`src/rtl/fetch_align_if.sv`:
```
// Instruction-memory read port between the fetch stage (master) and memory (slave).
// The memory returns the word one cycle after an enabled request and holds it while idle.
interface fetch_align_if #(
    parameter int unsigned PC_W = 32
);
    logic [PC_W-1:0] imem_addr;
    logic            imem_en;
    logic [31:0]     imem_rdata;

    modport master (
        output imem_addr,
        output imem_en,
        input  imem_rdata
    );

    modport slave (
        input  imem_addr,
        input  imem_en,
        output imem_rdata
    );
endinterface

```
`src/rtl/fetch_align.sv`:
```
// IF stage: owns the PC, issues word-aligned reads and reassembles mixed 16/32-bit
// instruction streams (including word-straddling 32-bit ones) into the IF/ID register.
module fetch_align #(
    parameter int unsigned     PC_W     = 32,
    parameter logic [PC_W-1:0] RESET_PC = '0
) (
    input  logic              clk,
    input  logic              Rst,
    fetch_align_if.master     imem,
    input  logic              hz,
    input  logic              dbg,
    input  logic              mem_hold,
    input  logic              f_stall,
    input  logic              branch,
    input  logic [PC_W-1:0]   branoff,
    input  logic              trigger_trap,
    input  logic              trap_ret,
    input  logic [PC_W-1:0]   trap_addr,
    output logic [31:0]       IF_ID_ins,
    output logic [PC_W-1:0]   IF_ID_pres_addr,
    output logic              comp_sig
);
    typedef enum logic [1:0] {StRunA, StRunU, StFillU} state_e;

    localparam logic [PC_W-1:0] RESET_WORD  = {RESET_PC[PC_W-1:2], 2'b00};
    localparam state_e          RESET_STATE = RESET_PC[1] ? StFillU : StRunA;

    state_e          state_q, state_d;
    logic [PC_W-1:0] wptr_q, wptr_d;
    logic [PC_W-1:0] pc_q, pc_d;
    logic [PC_W-1:0] addr_q, addr_d;
    logic [15:0]     hbuf_q, hbuf_d;
    logic [31:0]     ins_q, ins_d;
    logic            comp_q, comp_d;
    logic            freeze, redir, req_en;
    logic [PC_W-1:0] req_addr, target;
    logic [31:0]     w;

    assign w      = imem.imem_rdata;
    assign freeze = dbg | mem_hold | f_stall;
    assign redir  = trigger_trap | trap_ret | branch;
    assign target = (trigger_trap | trap_ret) ? trap_addr : branoff;

    always_comb begin
        state_d  = state_q;
        hbuf_d   = hbuf_q;
        pc_d     = pc_q;
        ins_d    = ins_q;
        addr_d   = addr_q;
        comp_d   = comp_q;
        req_en   = 1'b0;
        req_addr = wptr_q + PC_W'(4);
        if (Rst) begin
            req_en   = 1'b1;
            req_addr = RESET_WORD;
        end else if (!freeze) begin
            if (redir) begin
                req_en   = 1'b1;
                req_addr = {target[PC_W-1:2], 2'b00};
                ins_d    = '0;
                comp_d   = 1'b0;
                addr_d   = target;
                pc_d     = target;
                state_d  = target[1] ? StFillU : StRunA;
            end else if (!hz) begin
                unique case (state_q)
                    StRunA: begin
                        addr_d = pc_q;
                        req_en = 1'b1;
                        if (w[1:0] != 2'b11) begin
                            ins_d   = {16'h0, w[15:0]};
                            comp_d  = 1'b1;
                            hbuf_d  = w[31:16];
                            state_d = StRunU;
                            pc_d    = pc_q + PC_W'(2);
                        end else begin
                            ins_d  = w;
                            comp_d = 1'b0;
                            pc_d   = pc_q + PC_W'(4);
                        end
                    end
                    StRunU: begin
                        addr_d = pc_q;
                        if (hbuf_q[1:0] != 2'b11) begin
                            // Current word stays on the bus for the next RUN_A cycle.
                            ins_d   = {16'h0, hbuf_q};
                            comp_d  = 1'b1;
                            state_d = StRunA;
                            pc_d    = pc_q + PC_W'(2);
                        end else begin
                            ins_d  = {w[15:0], hbuf_q};
                            comp_d = 1'b0;
                            hbuf_d = w[31:16];
                            req_en = 1'b1;
                            pc_d   = pc_q + PC_W'(4);
                        end
                    end
                    StFillU: begin
                        hbuf_d  = w[31:16];
                        ins_d   = '0;
                        comp_d  = 1'b0;
                        req_en  = 1'b1;
                        state_d = StRunU;
                    end
                    default: state_d = RESET_STATE;
                endcase
            end
        end
        wptr_d = req_en ? req_addr : wptr_q;
    end

    always_ff @(posedge clk) begin
        if (Rst) begin
            state_q <= RESET_STATE;
            wptr_q  <= RESET_WORD;
            pc_q    <= RESET_PC;
            addr_q  <= RESET_PC;
            hbuf_q  <= '0;
            ins_q   <= '0;
            comp_q  <= 1'b0;
        end else begin
            state_q <= state_d;
            wptr_q  <= wptr_d;
            pc_q    <= pc_d;
            addr_q  <= addr_d;
            hbuf_q  <= hbuf_d;
            ins_q   <= ins_d;
            comp_q  <= comp_d;
        end
    end

    assign imem.imem_addr = req_addr;
    assign imem.imem_en   = req_en;
    assign IF_ID_ins       = ins_q;
    assign IF_ID_pres_addr = addr_q;
    assign comp_sig        = comp_q;
endmodule

```
`src/flat_wrapper.sv`:
```
// flat-port wrapper written by rule: the top's interface ports become plain ports
module fetch_align_flat 
#(
    parameter int unsigned     PC_W     = 32,
    parameter logic [PC_W-1:0] RESET_PC = '0
)
  (clk, Rst, hz, dbg, mem_hold, f_stall, branch, branoff, trigger_trap, trap_ret, trap_addr, IF_ID_ins, IF_ID_pres_addr, comp_sig, imem_imem_addr, imem_imem_en, imem_imem_rdata);
  fetch_align_if #(.PC_W(PC_W)) imem_i ();
  input  logic clk;
  input  logic Rst;
  input  logic hz;
  input  logic dbg;
  input  logic mem_hold;
  input  logic f_stall;
  input  logic branch;
  input  logic [PC_W-1:0] branoff;
  input  logic trigger_trap;
  input  logic trap_ret;
  input  logic [PC_W-1:0] trap_addr;
  output logic [31:0] IF_ID_ins;
  output logic [PC_W-1:0] IF_ID_pres_addr;
  output logic comp_sig;
  output wire logic [$bits(imem_i.imem_addr)-1:0] imem_imem_addr;
  output wire logic [$bits(imem_i.imem_en)-1:0] imem_imem_en;
  input wire logic [$bits(imem_i.imem_rdata)-1:0] imem_imem_rdata;
  assign imem_imem_addr = imem_i.imem_addr;
  assign imem_imem_en = imem_i.imem_en;
  assign imem_i.imem_rdata = imem_imem_rdata;
  fetch_align #(.PC_W(PC_W), .RESET_PC(RESET_PC)) u_core (.clk(clk), .Rst(Rst), .imem(imem_i), .hz(hz), .dbg(dbg), .mem_hold(mem_hold), .f_stall(f_stall), .branch(branch), .branoff(branoff), .trigger_trap(trigger_trap), .trap_ret(trap_ret), .trap_addr(trap_addr), .IF_ID_ins(IF_ID_ins), .IF_ID_pres_addr(IF_ID_pres_addr), .comp_sig(comp_sig));
endmodule
```
`config.mk`:
```
export PLATFORM = sky130hd
export DESIGN_NAME = fetch_align_flat
export DESIGN_NICKNAME = d
export VERILOG_FILES = /design/src/rtl/fetch_align_if.sv /design/src/rtl/fetch_align.sv /design/src/flat_wrapper.sv
export SDC_FILE = /design/constraint.sdc
export NUM_CORES = 1
export LEC_CHECK = 0
export ABC_AREA = 1
export BUFFER_PORTS_ARGS = -buffer_cell sky130_fd_sc_hd__buf_2
export CORE_AREA = 2 2 143 145
export CTS_CLUSTER_SIZE = 30
export DETAILED_ROUTE_END_ITERATION = 10
export DIE_AREA = 0 0 145 147
export PLACE_DENSITY_LB_ADDON = 0.25
export SLEW_MARGIN = 10
export SYNTH_ARGS = -nofsm -noshare
export SYNTH_HDL_FRONTEND = slang
export SYNTH_SLANG_ARGS = --single-unit
```
`constraint.sdc`:
```
create_clock -name clk -period 1.92 [get_ports clk]
set_input_delay 0.384 -clock clk [delete_from_list [all_inputs] [get_ports clk]]
set_output_delay 0.384 -clock clk [all_outputs]
set_load 0.05 [all_outputs]
```
==> results of run 1 <==
worst max-delay path, stage by stage (launching register included):
cell                       delay [ns]
sky130_fd_sc_hd__dfxtp_2         0.34
sky130_fd_sc_hd__nand2_2         0.08
sky130_fd_sc_hd__buf_6           0.13
sky130_fd_sc_hd__nor3_4          0.25
sky130_fd_sc_hd__buf_6           0.15
sky130_fd_sc_hd__nand2_4         0.05
sky130_fd_sc_hd__o21bai_1        0.25
sky130_fd_sc_hd__nand3_2         0.18
sky130_fd_sc_hd__a21oi_4         0.24
sky130_fd_sc_hd__buf_6           0.19
per-stage QoR:
| stage | total power, W | setup slack, ns | utilization [%] | hold WS (ns) |
|---|---|---|---|---|
| finish | 0.00942 | -0.750 | 74.8 | 0.216 |
| floorplan | 0.00450 | -0.196 | - | 0.416 |
| detailed placement | 0.00532 | -0.412 | 61.3 | 0.429 |
| global route | 0.00971 | -0.753 | 74.8 | 0.248 |
| CTS | 0.00913 | -0.558 | 70.2 | 0.213 |
| global placement | 0.00530 | -0.402 | 61.3 | 0.424 |
power by group through the flow:
stage	registers, W	clock network (W)	logic (W)
after floorplan	0.00355	0	0.000948
after global placement	0.00337	0	0.00194
after detailed placement	0.00337	0	0.00195
after CTS	0.00331	0.00357	0.00225
after global routing	0.00334	0.00372	0.00265
final	0.00333	0.00356	0.00254
flip-flops by register name (all words and copies together), names as in the netlist:
register,count
u_core.IF_ID_pres_addr,32
u_core.hbuf_q,16
u_core.state_q,2
u_core.IF_ID_ins,32
u_core.pc_q,32
u_core.wptr_q,32
u_core.comp_sig,1
area by class of cell:
| type | instances | share of cell area, % |
|---|---|---|
| Clock inverter | 13 | 1.17 |
| Timing Repair inverter | 2 | 0.169 |
| Inverter | 145 | 4.06 |
| Clock buffer | 19 | 2.92 |
| Tap cell | 270 | 2.28 |
| Timing Repair Buffer | 478 | 26.1 |
| Multi-Input combinational cell | 1079 | 43.3 |
| Sequential cell | 147 | 20.1 |
worst min-delay path by stage:
stage,end,cells past startpoint
CTS,u_core.hbuf_q[13],3
finish,u_core.hbuf_q[1],3
floorplan,u_core.wptr_q[0],2
global placement,u_core.wptr_q[1],2
detailed placement,u_core.wptr_q[0],2
global route,u_core.hbuf_q[12],3
per-layer routing:
| metal | part of all wire (%) | vias up |
|---|---|---|
| met2 | 45 | 813 |
| met4 | 7.4 | 0 |
| met1 | 37 | 5671 |
| met3 | 10 | 210 |
| met5 | 0 | - |
| li1 | - | 5674 |
layout by cell type, fill, tap and decap left out, types with 17 or more instances in the layout:
| cell | count |
|---|---|
| sky130_fd_sc_hd__nand2_1 | 241 |
| sky130_fd_sc_hd__a31oi_1 | 28 |
| sky130_fd_sc_hd__nor2_4 | 23 |
| sky130_fd_sc_hd__nand2_2 | 47 |
| sky130_fd_sc_hd__dfxtp_2 | 17 |
| sky130_fd_sc_hd__buf_2 | 164 |
| sky130_fd_sc_hd__nand3_2 | 28 |
| sky130_fd_sc_hd__nand3_1 | 94 |
| sky130_fd_sc_hd__inv_1 | 111 |
| sky130_fd_sc_hd__o21ai_1 | 27 |
| sky130_fd_sc_hd__o21ai_0 | 136 |
| sky130_fd_sc_hd__a21oi_4 | 20 |
| sky130_fd_sc_hd__nor2_1 | 165 |
| sky130_fd_sc_hd__nor2_2 | 21 |
| sky130_fd_sc_hd__nand2_4 | 18 |
| sky130_fd_sc_hd__inv_2 | 22 |
| sky130_fd_sc_hd__a21oi_1 | 89 |
| sky130_fd_sc_hd__buf_12 | 18 |
| sky130_fd_sc_hd__dfxtp_1 | 126 |
| sky130_fd_sc_hd__buf_4 | 216 |
| sky130_fd_sc_hd__buf_6 | 61 |
| sky130_fd_sc_hd__o211ai_1 | 21 |
| sky130_fd_sc_hd__clkbuf_16 | 20 |
cell families (layout without fill, tap and decap cells):
group,Yosys count,in the layout,share of synthesized area (%)
AOI/OAI and AO/OA,372,372,22.5
xor gates and xnor gates,8,8,0.780
adders and majority gates,7,7,0.975
buffers and inverters,225,657,10.4
DFF,147,147,32.8
and+or+nand+nor,692,692,32.6
repair_timing:
action / in CTS / in global routing
gates cloned: 6 / 4
pin swaps: 75 / 70
endpoints found under the setup margin: 73 / 103
setup buffers: 25 / 31
hold buffers: 0 / 0
resized for setup: 260 / 195
==> metrics.log, run 1 <==
INFO  metric clock_power_share = about 38%
INFO  metric synth_unique_cells = 40
INFO  metric ys_dominant_reg_cell = sky130_fd_sc_hd__dfxtp_1
INFO  metric synth.top_cells.by_count = 301 x sky130_fd_sc_hd__nand2_1, 200 x sky130_fd_sc_hd__nor2_1, 169 x sky130_fd_sc_hd__o21ai_0
INFO  metric timing.final.ws_setup = -0.750 ns
INFO  metric detail_route.drc_violations = 0
INFO  metric static-leakage-power = 6.46 nW
INFO  metric multiInputGateArea = 6420 µm²
INFO  metric finalNetCount = 1982
INFO  metric finish.cell_count_without_fillers = 2153
INFO  metric rr_endpoint = u_core.wptr_q[13]
INFO  metric status = finished, violations left
INFO  metric globalplace.congestion = roughly 0.96
INFO  metric placement.cell_area = approximately 12000 µm²
INFO  metric crit_start = u_core.wptr_q[14]
INFO  metric worst_rel_slew_slack = between 40% and 50%
INFO  metric crit_required = 1.54 ns
INFO  metric layout.filler_cells = 1395
INFO  metric crit_path_max_fanout = 2
INFO  metric powerDensity = 635 nW/µm²
INFO  metric clock_insertion_delay_worst_skew = 0.44 ns
INFO  metric p_int = 0.00626 W
INFO  metric endpoints_failing_hold = 0
INFO  metric routedWlPerCell = between 15 and 20 µm
INFO  metric crit_path_start_kind = flop
INFO  metric comb_power_share = 26.9%
INFO  metric vias = 12400
INFO  metric timing.setup.critical_path_class = flop to primary output
INFO  metric cts.clk_slew.worst_paths = 0.07 ns
INFO  metric timing.clock.skew = 0.0143 ns
INFO  metric synth.largest_area_cell = sky130_fd_sc_hd__dfxtp_1
INFO  metric drtIter0Drc = 1101
INFO  metric min_period = about 2.7 ns
INFO  metric globalRoute.totalOverflow = 0
INFO  metric swShare = ~34%
INFO  metric postSynth.asyncResetShare = 0%
INFO  metric placementRows = 52
INFO  metric numCtsBuffers = 17
INFO  metric syn_inst = between 1000 and 1500
INFO  metric hp-class = input port to flop
INFO  metric cp.arrival = 2.29 ns
INFO  metric violations = setup timing
INFO  metric r2r_slack = -0.57 ns
INFO  metric clock_sinks = 147
INFO  metric rsz0062_at_grt = true
INFO  metric drt-vias-per-instance = roughly 5.7
INFO  metric timing.reg2reg.worst_path_depth = 14
INFO  metric sequential_cell_area_fraction_in_the_yosys_report = between 30 and 40%
INFO  metric synth.yosys.warnings = 0
INFO  metric seq_power_share = 35.3%
INFO  metric synth.most_common_cell = sky130_fd_sc_hd__nand2_1
INFO  metric antenna_found_initial = 1
INFO  metric post_route_cells_drive_above_1_share = roughly 42%
INFO  metric initial_core_util = 45.2%
INFO  metric die_w = ~150 µm
INFO  metric drt_pre_antenna_iters = 5
INFO  metric wl = ~43000 µm
INFO  metric layout_worst_path_cycle_share = 139%
INFO  metric ioPinCount = around 200
INFO  metric ir_drop = 0.000620 V
INFO  metric area_growth = 65.3%
INFO  metric number_of_synthesized_flops_with_an_enable_pin = 0
INFO  metric ant_diodes = 0
INFO  metric timing.rr.start = u_core.state_q[1]
INFO  metric root_buf_cell = sky130_fd_sc_hd__clkbuf_16
INFO  metric worst_hold_startpoint = imem_imem_rdata[17]
INFO  metric grtUsageMet3 = 6.34%
INFO  metric synthTopCellsByArea = sky130_fd_sc_hd__dfxtp_1 33%, sky130_fd_sc_hd__nand2_1 13%, sky130_fd_sc_hd__o21ai_0 9.4%, sky130_fd_sc_hd__nor2_1 8.4%, sky130_fd_sc_hd__nand3_1 7.4%
INFO  metric syn-mean-instance-area = 6.19 µm²
INFO  metric gr_met2_demand_resource = 56.0%
INFO  metric setup.worst_path.end = imem_imem_addr[18]
INFO  metric total_count_of_max_transition_violations_in_the_final_report = 0
INFO  metric dp.final_hpwl = 26800 µm
INFO  metric postSynthRegisterBits = between 100 and 150
INFO  metric grtUsageTotal = 34.8%
INFO  metric grt_busiest_layer = met2
INFO  metric clock_tree.htree_level_count = 4
INFO  metric max_cap_violations = 0
INFO  metric cts_buffer_depth = 2
INFO  metric wire_length_of_the_first_global_routing_pass = 58900 µm
INFO  metric netlist.area_leader.share = roughly a third
INFO  metric final_setup_violation_count = 61
INFO  metric die-height = around 150 µm
INFO  metric grt_pass1_vias = 11200
INFO  metric worstMarginPinSlew = 0.742 ns
INFO  metric finish.instance_area = 14800 µm²
INFO  metric synth.net_count = roughly 1600
INFO  metric core-area = roughly 20000 µm²
INFO  metric syn_area = 8980 µm²
INFO  metric die_area = ~21000 µm²
INFO  metric grt_start_max_net_pins = between 90 and 100
INFO  metric critPathCaptureType = primary output
INFO  metric layout.area.seq = 2980 µm²
INFO  metric detail-route-antenna-nets = 0
INFO  metric numPlacedInstances = 2066
INFO  metric final.setup.tns = -24.52 ns
INFO  metric gr-usage-met1 = 43.4%
INFO  metric max_freq = 375 MHz
INFO  metric placement.io_buffers = between 200 and 250
INFO  metric net-switching-power = 0.00317 W
INFO  metric tritoncts = built
(Power assumes the default switching activity.)
==> inputs of run 2 (changes only) <==
ABC_AREA = default   (was 1)
CORE_AREA = 2 2 139 141   (was 2 2 143 145)
DIE_AREA = 0 0 141 143   (was 0 0 145 147)
==> run 2 against run 1 <==
The run still ends with setup timing left. Combinational power grew 6%. Critical endpoint is now u_core.pc_q[23]. First-iteration DRC count grew 66%. Setup slack got worse by 0.21 ns.
==> metrics.log, run 2 <==
INFO  metric grt_pass1_vias = between 10000 and 15000
INFO  metric globalplace.congestion = roughly 1
INFO  metric vias = 13000
INFO  metric cts_buffer_depth = 2
INFO  metric finalHoldWorstSlack = roughly 0.2 ns
INFO  metric initial_core_util = a little under half
INFO  metric worstMarginPinSlew = 0.903 ns
INFO  metric crit_required = 2.22 ns
INFO  metric grtUsageTotal = ~36%
INFO  metric synth.largest_area_cell = sky130_fd_sc_hd__dfxtp_1
INFO  metric dp.final_hpwl = 23100 µm
INFO  metric crit_path_start_kind = flop
INFO  metric tritoncts = built
INFO  metric max_cap_violations = 0
INFO  metric netlist.area_leader.share = 34.9%
INFO  metric numPlacedInstances = between 1500 and 2000
INFO  metric cp_slowest_cell = sky130_fd_sc_hd__a31oi_1
INFO  metric detail_route.drc_violations = 0
INFO  metric cp.arrival = 3.18 ns
INFO  metric ant_diodes = 0
INFO  metric syn_inst = 1125
INFO  metric synth.yosys.warnings = 0
INFO  metric number_of_synthesized_flops_with_an_enable_pin = 0
INFO  metric ir_drop = 0.000671 V
INFO  metric violations = setup timing
INFO  metric core-area = between 15000 and 20000 µm²
INFO  metric detail-route-antenna-nets = 0
INFO  metric final_setup_violation_count = 155
INFO  metric grt_start_max_net_pins = 51
INFO  metric syn-mean-instance-area = ~7.5 µm²
INFO  metric root_buf_cell = sky130_fd_sc_hd__clkbuf_16
INFO  metric synth.most_common_cell = sky130_fd_sc_hd__nor2_1
INFO  metric critPathCaptureType = flop
INFO  metric timing.clock.skew = 0.0147 ns
INFO  metric crit_path_max_fanout = 5
INFO  metric placementRows = 50
INFO  metric postSynth.asyncResetShare = 0%
INFO  metric status = finished, violations left
INFO  metric syn_area = 8430 µm²
INFO  metric synth_unique_cells = 68
INFO  metric synth.top_cells.by_count = 165 x sky130_fd_sc_hd__nor2_1, 147 x sky130_fd_sc_hd__dfxtp_1, 119 x sky130_fd_sc_hd__nand2_1
INFO  metric layout_commonest_cell = sky130_fd_sc_hd__buf_4
INFO  metric clock_insertion_delay_worst_skew = 0.46 ns
INFO  metric clock_sinks = 147
INFO  metric synth.net_count = 1237
INFO  metric total_count_of_max_transition_violations_in_the_final_report = 0
INFO  metric layout_worst_path_cycle_share = 150%
INFO  metric timing.setup.critical_path_class = flop to flop
INFO  metric worst_rel_slew_slack = 39.8%
INFO  metric finish.cell_count_without_fillers = ~1800
INFO  metric placement.io_buffers = around 200
INFO  metric powerDensity = 613 nW/µm²
INFO  metric synthTopCellsByArea = sky130_fd_sc_hd__dfxtp_1 35%, sky130_fd_sc_hd__nor2_1 7.3%, sky130_fd_sc_hd__a21oi_1 6.8%, sky130_fd_sc_hd__nand2_1 5.3%, sky130_fd_sc_hd__nor3_1 3.3%
INFO  metric antenna_found_initial = 3
INFO  metric timing.final.ws_setup = -0.959 ns
INFO  metric postSynthRegisterBits = 147
INFO  metric worst_path_largest_cell_delay = 0.43 ns
INFO  metric finalNetCount = 1712
INFO  metric critical-path-top-cell-by-count = sky130_fd_sc_hd__buf_6
INFO  metric sequential_cell_area_fraction_in_the_yosys_report = 34.9%
INFO  metric ioPinCount = 203
INFO  metric drtIter0Drc = 1833
INFO  metric routedWlPerCell = 28.2 µm
INFO  metric wire_length_of_the_first_global_routing_pass = 57100 µm
INFO  metric min_period = 2.88 ns
INFO  metric post_route_cells_drive_above_1_share = 56.5%
INFO  metric final_cell_mix = 249 x sky130_fd_sc_hd__buf_4, 164 x sky130_fd_sc_hd__buf_2, 126 x sky130_fd_sc_hd__dfxtp_1
INFO  metric die_area = 20200 µm²
INFO  metric sequence_of_cells_on_the_critical_path = inv_4 -> ha_4 -> buf_6 -> buf_6 -> and3b_2 -> nand3b_1 -> buf_6 -> a21oi_4 -> nand3_2 -> or3_1 -> a31oi_1
INFO  metric placement.cell_area = 11900 µm²
INFO  metric cts.clk_slew.worst_paths = 0.08 ns
INFO  metric clock_tree.htree_level_count = 4
INFO  metric die_w = between 100 and 150 µm
INFO  metric rsz0062_at_grt = true
INFO  metric die-height = 143 µm
INFO  metric globalRoute.totalOverflow = 0
INFO  metric postLayoutCoreUtil = 84.7%
INFO  metric area_growth = 86.8%
INFO  metric static-leakage-power = 6.78 nW
INFO  metric wl = 52100 µm
INFO  metric p_total = 0.00966 W
INFO  metric max_freq = roughly 350 MHz
INFO  metric hp-class = input port to flop
INFO  metric drt-vias-per-instance = 7.02
INFO  metric finish.instance_area = 15700 µm²
INFO  metric ys_dominant_reg_cell = sky130_fd_sc_hd__dfxtp_1
INFO  metric endpoints_failing_hold = 0
INFO  metric drt_pre_antenna_iters = 9
INFO  metric numCtsBuffers = 17
==> run 2: changes by cell type in the layout (fill, tap and decap cells not counted), sizes merged, moves of 29 or more <==
cell and delta:
nand2 -187, o21ai -151, inv -129, nand3 -82, buf +61, nor2 -43, nor3 +36, nor2b +33
a211oi +29
==> run 2: through the flow <==
stage / TNS, ns / worst slack [ns]
floorplan: -5.25 / -0.196
global route: -58.68 / -1.05
detailed placement: -56.30 / -0.570
global placement: -52.21 / -0.579
finish: -54.51 / -0.959
CTS: -20.33 / -0.737
==> run 2: per-layer routing <==
layer	wire (µm)	track usage [%]	share of wire, %
met5	13	0	0.025
met4	5450	20.2	10
met3	7010	7.71	13
met2	22700	58.5	44
met1	16900	44.2	32
==> run 2: path summary, 6_finish.rpt <==
path	from	slack, ns	cells past startpoint	to
setup reg to reg	u_core.state_q[1]	-0.96	11	u_core.pc_q[23]
hold / removal	imem_imem_rdata[19]	0.19	3	u_core.hbuf_q[3]
hold reg to reg	u_core.IF_ID_pres_addr[29]	0.46	2	u_core.IF_ID_pres_addr[29]
setup / recovery	u_core.state_q[1]	-0.96	11	u_core.pc_q[23]
==> run 2: critical path, delay by kind of cell (launching register included) <==
kind / cells / cell delay [ns]
DFF: 1 / 0.34
AOI/OAI and AO/OA: 2 / 0.70
adders and majority gates: 1 / 0.15
buffers and inverters: 4 / 0.47
and+or+nand+nor: 4 / 1.05
==> run 2: kinds of logic after synthesis <==
group	count (synthesis)	synth area share, %
and+or+nand+nor	516	29.5
muxes	28	3.41
xor gates and xnor gates	28	2.91
buffers and inverters	102	5.51
adders and majority gates	7	1.04
AOI/OAI and AO/OA	297	22.7
DFF	147	34.9
==> run 2: layout make-up <==
| class | count | area, µm² |
|---|---|---|
| clock buffers | 17 | 425 |
| inverters | 11 | 48.8 |
| repair buffers | 547 | 4640 |
| well taps | 234 | 293 |
| fillers | 786 | 2840 |
| multi-input cells | 876 | 7170 |
| flip-flops and latches | 147 | 2980 |
| clock inverters | 15 | 184 |
==> run 2: timing repair <==
item	CTS	global route
cloned	2	11
resized for setup	241	257
hold buffers	0	0
setup endpoints to repair	90	139
pin swaps	98	122
setup buffers	70	43
==> run 2: where the power goes <==
group | total (W) | internal (W) | switching (W)
Sequential | 0.00329 | 0.00317 | 0.000123
Clock | 0.00368 | 0.00198 | 0.00170
Combinational | 0.00269 | 0.00109 | 0.00160
Total | 0.00966 | 0.00624 | 0.00342
==> inputs of run 3 (changes only) <==
BUFFER_PORTS_ARGS = -buffer_cell sky130_fd_sc_hd__buf_4   (was -buffer_cell sky130_fd_sc_hd__buf_2)
PLACE_DENSITY_LB_ADDON = 0.08   (was 0.25)
==> run 3 against run 2 <==
The run still ends with setup timing left. Critical path type is now flop to primary output. Total power shrank 3.0%. Clock skew down 0.0018 ns. Die area unchanged. Flip-flop and latch count unchanged. Sequential power is essentially flat. Combinational power decreased by 4%. Hold slack got worse by 0.017 ns. Non-clock buffer count is 11 lower. Sequential share of layout area is 0.35 points higher.
==> metrics.log, run 3 (synthesis results as in run 2) <==
INFO  metric grt_start_max_net_pins = 66
INFO  metric cts_buffer_depth = 2
INFO  metric violations = setup timing
INFO  metric endpoints_failing_hold = 0
INFO  metric dp.final_hpwl = 23500 µm
INFO  metric status = finished, violations left
INFO  metric static-leakage-power = around 6.5 nW
INFO  metric total_count_of_max_transition_violations_in_the_final_report = 0
INFO  metric timing.final.ws_setup = -1.10 ns
INFO  metric worst_hold_depth = 3
INFO  metric detail_route.drc_violations = 0
INFO  metric layout.area.seq = a little under 3000 µm²
INFO  metric globalRoute.totalOverflow = 0
INFO  metric cp_slowest_cell = sky130_fd_sc_hd__dfxtp_2
INFO  metric ioPinCount = between 200 and 250
INFO  metric drtIter0Drc = 1305
INFO  metric clock_insertion_delay_worst_skew = 0.45 ns
INFO  metric max_freq = 332 MHz
INFO  metric globalplace.congestion = 0.945
INFO  metric layout_commonest_cell = sky130_fd_sc_hd__buf_4
INFO  metric initial_core_util = 45.4%
INFO  metric clock_tree.htree_level_count = 4
INFO  metric antenna_found_initial = 0
INFO  metric cp.arrival = about 2.6 ns
INFO  metric layout_worst_path_cycle_share = 157%
INFO  metric grtUsageTotal = 35.3%
INFO  metric worst_path_largest_cell_delay = 0.35 ns
INFO  metric die_w = between 100 and 150 µm
INFO  metric root_buf_cell = sky130_fd_sc_hd__clkbuf_16
INFO  metric crit_path_start_kind = flop
INFO  metric timing.setup.critical_path_class = flop to primary output
INFO  metric crit_required = 1.54 ns
INFO  metric drt-vias-per-instance = about 6.4
INFO  metric critPathCaptureType = primary output
INFO  metric core-area = 18600 µm²
INFO  metric worst-path-buf-inv = 2
INFO  metric numCtsBuffers = 17
INFO  metric vias = around 12000
INFO  metric wl = 42100 µm
INFO  metric finalHoldWorstSlack = 0.177 ns
INFO  metric final_setup_violation_count = 161
INFO  metric cts.clk_slew.worst_paths = 0.07 ns
INFO  metric min_period = between 3 and 4 ns
INFO  metric drt_pre_antenna_iters = 7
INFO  metric multiInputGateArea = 6540 µm²
INFO  metric clock_sinks = between 100 and 150
INFO  metric tritoncts = built
INFO  metric post_route_cells_drive_above_1_share = between 50% and 60%
INFO  metric worst_rel_slew_slack = between 50% and 60%
INFO  metric final.setup.tns = -40.60 ns
INFO  metric max_cap_violations = 0
INFO  metric ir_drop = 0.000662 V
INFO  metric pre_cts_ws = -0.533 ns
INFO  metric final_cell_mix = 405 x sky130_fd_sc_hd__buf_4, 133 x sky130_fd_sc_hd__dfxtp_1, 120 x sky130_fd_sc_hd__nor2_1
INFO  metric grt_pass1_vias = 10500
INFO  metric area_growth = 83.4%
INFO  metric layout.filler_cells = 1025
INFO  metric detail-route-antenna-nets = 0
INFO  metric postCtsHoldBufs = 0
INFO  metric finalNetCount = about 1700
INFO  metric wire_length_of_the_first_global_routing_pass = ~56000 µm
INFO  metric worst_path_dominant_cell_family = simple AND/OR/NAND/NOR gates
INFO  metric routedWlPerCell = 22.9 µm
INFO  metric timing.reg2reg.worst_path_depth = 15
INFO  metric worstMarginPinSlew = 0.695 ns
INFO  metric ant_diodes = 0
INFO  metric critical-path-top-cell-by-count = sky130_fd_sc_hd__nand4_1
INFO  metric die_area = 20200 µm²
INFO  metric hp-class = input port to flop
INFO  metric sequence_of_cells_on_the_critical_path = ha_4 -> nand4_1 -> nor4_4 -> buf_4 -> nand4_1 -> xor2_1 -> o22ai_2 -> nor2b_4 -> buf_6
INFO  metric crit_path_max_fanout = 3
INFO  metric powerDensity = 606 nW/µm²
INFO  metric placement.io_buffers = 202
INFO  metric timing.clock.skew = around 0.013 ns
INFO  metric die-height = 143 µm
INFO  metric placementRows = 50
INFO  metric cp.depth = 9
INFO  metric rsz0062_at_grt = true
==> run 3: power by group <==
| part | internal [W] | switching [W] | leakage [nW] | total [W] |
|---|---|---|---|---|
| Sequential | 0.00316 | 0.000124 | 1.20 | 0.00329 |
| Combinational | 0.00117 | 0.00141 | 4.98 | 0.00258 |
| Clock | 0.00187 | 0.00163 | 0.292 | 0.00350 |
| Total | 0.00621 | 0.00316 | 6.48 | 0.00937 |
==> run 3: what timing repair did <==
action                     4_1_cts  5_1_grt
setup endpoints to repair       76      171
setup buffers                   71       46
gates cloned                     8        7
pin swaps                      117      106
resized for setup              229      151
==> run 3: cell type report <==
cell class	count	area share, %
timing repair buffer	536	32.3
sequential	147	19.3
clock buffer	17	2.75
clock inverter	15	1.17
multi-input combinational	878	42.3
tap	234	1.89
inverter	11	0.316
==> run 3: stage by stage <==
stage                     cell area (µm²)  total power (W)  utilization, %  std cells
after floorplan                      9100          0.00442               -       1125
after global placement              12300          0.00524            66.1       1705
after detailed placement            12300          0.00526            66.1       1705
after CTS                           14500          0.00896            77.9       1800
after global routing                15500          0.00959            83.2       1838
final                               15500          0.00937            83.2       1838
==> run 3: per-layer routing <==
layer  share of wire [%]  GRT usage [%]  routed length, µm
met5                   0              0                  0
met4                 6.9           16.7               2890
met3                  11           7.91               4680
met2                  46           57.3              19200
met1                  36           44.8              15400
==> run 3: worst paths after layout <==
check | startpoint | to | slack [ns]
max | u_core.wptr_q[3] | imem_imem_addr[20] | -1.10
max reg2reg | u_core.state_q[1] | u_core.wptr_q[12] | -0.44
min | imem_imem_rdata[27] | u_core.hbuf_q[11] | 0.18
min reg2reg | u_core.wptr_q[1] | u_core.wptr_q[1] | 0.47
==> run 3: worst register-to-register path, delay by kind of cell, from the launching register on <==
family                   cells  cell delay (ns)
buffers and inverters       10             1.16
AO/OA/AOI/OAI                2             0.43
flip-flops                   1             0.38
adder cells (fa/ha/maj)      1             0.16
AND/OR/NAND/NOR              2             0.15
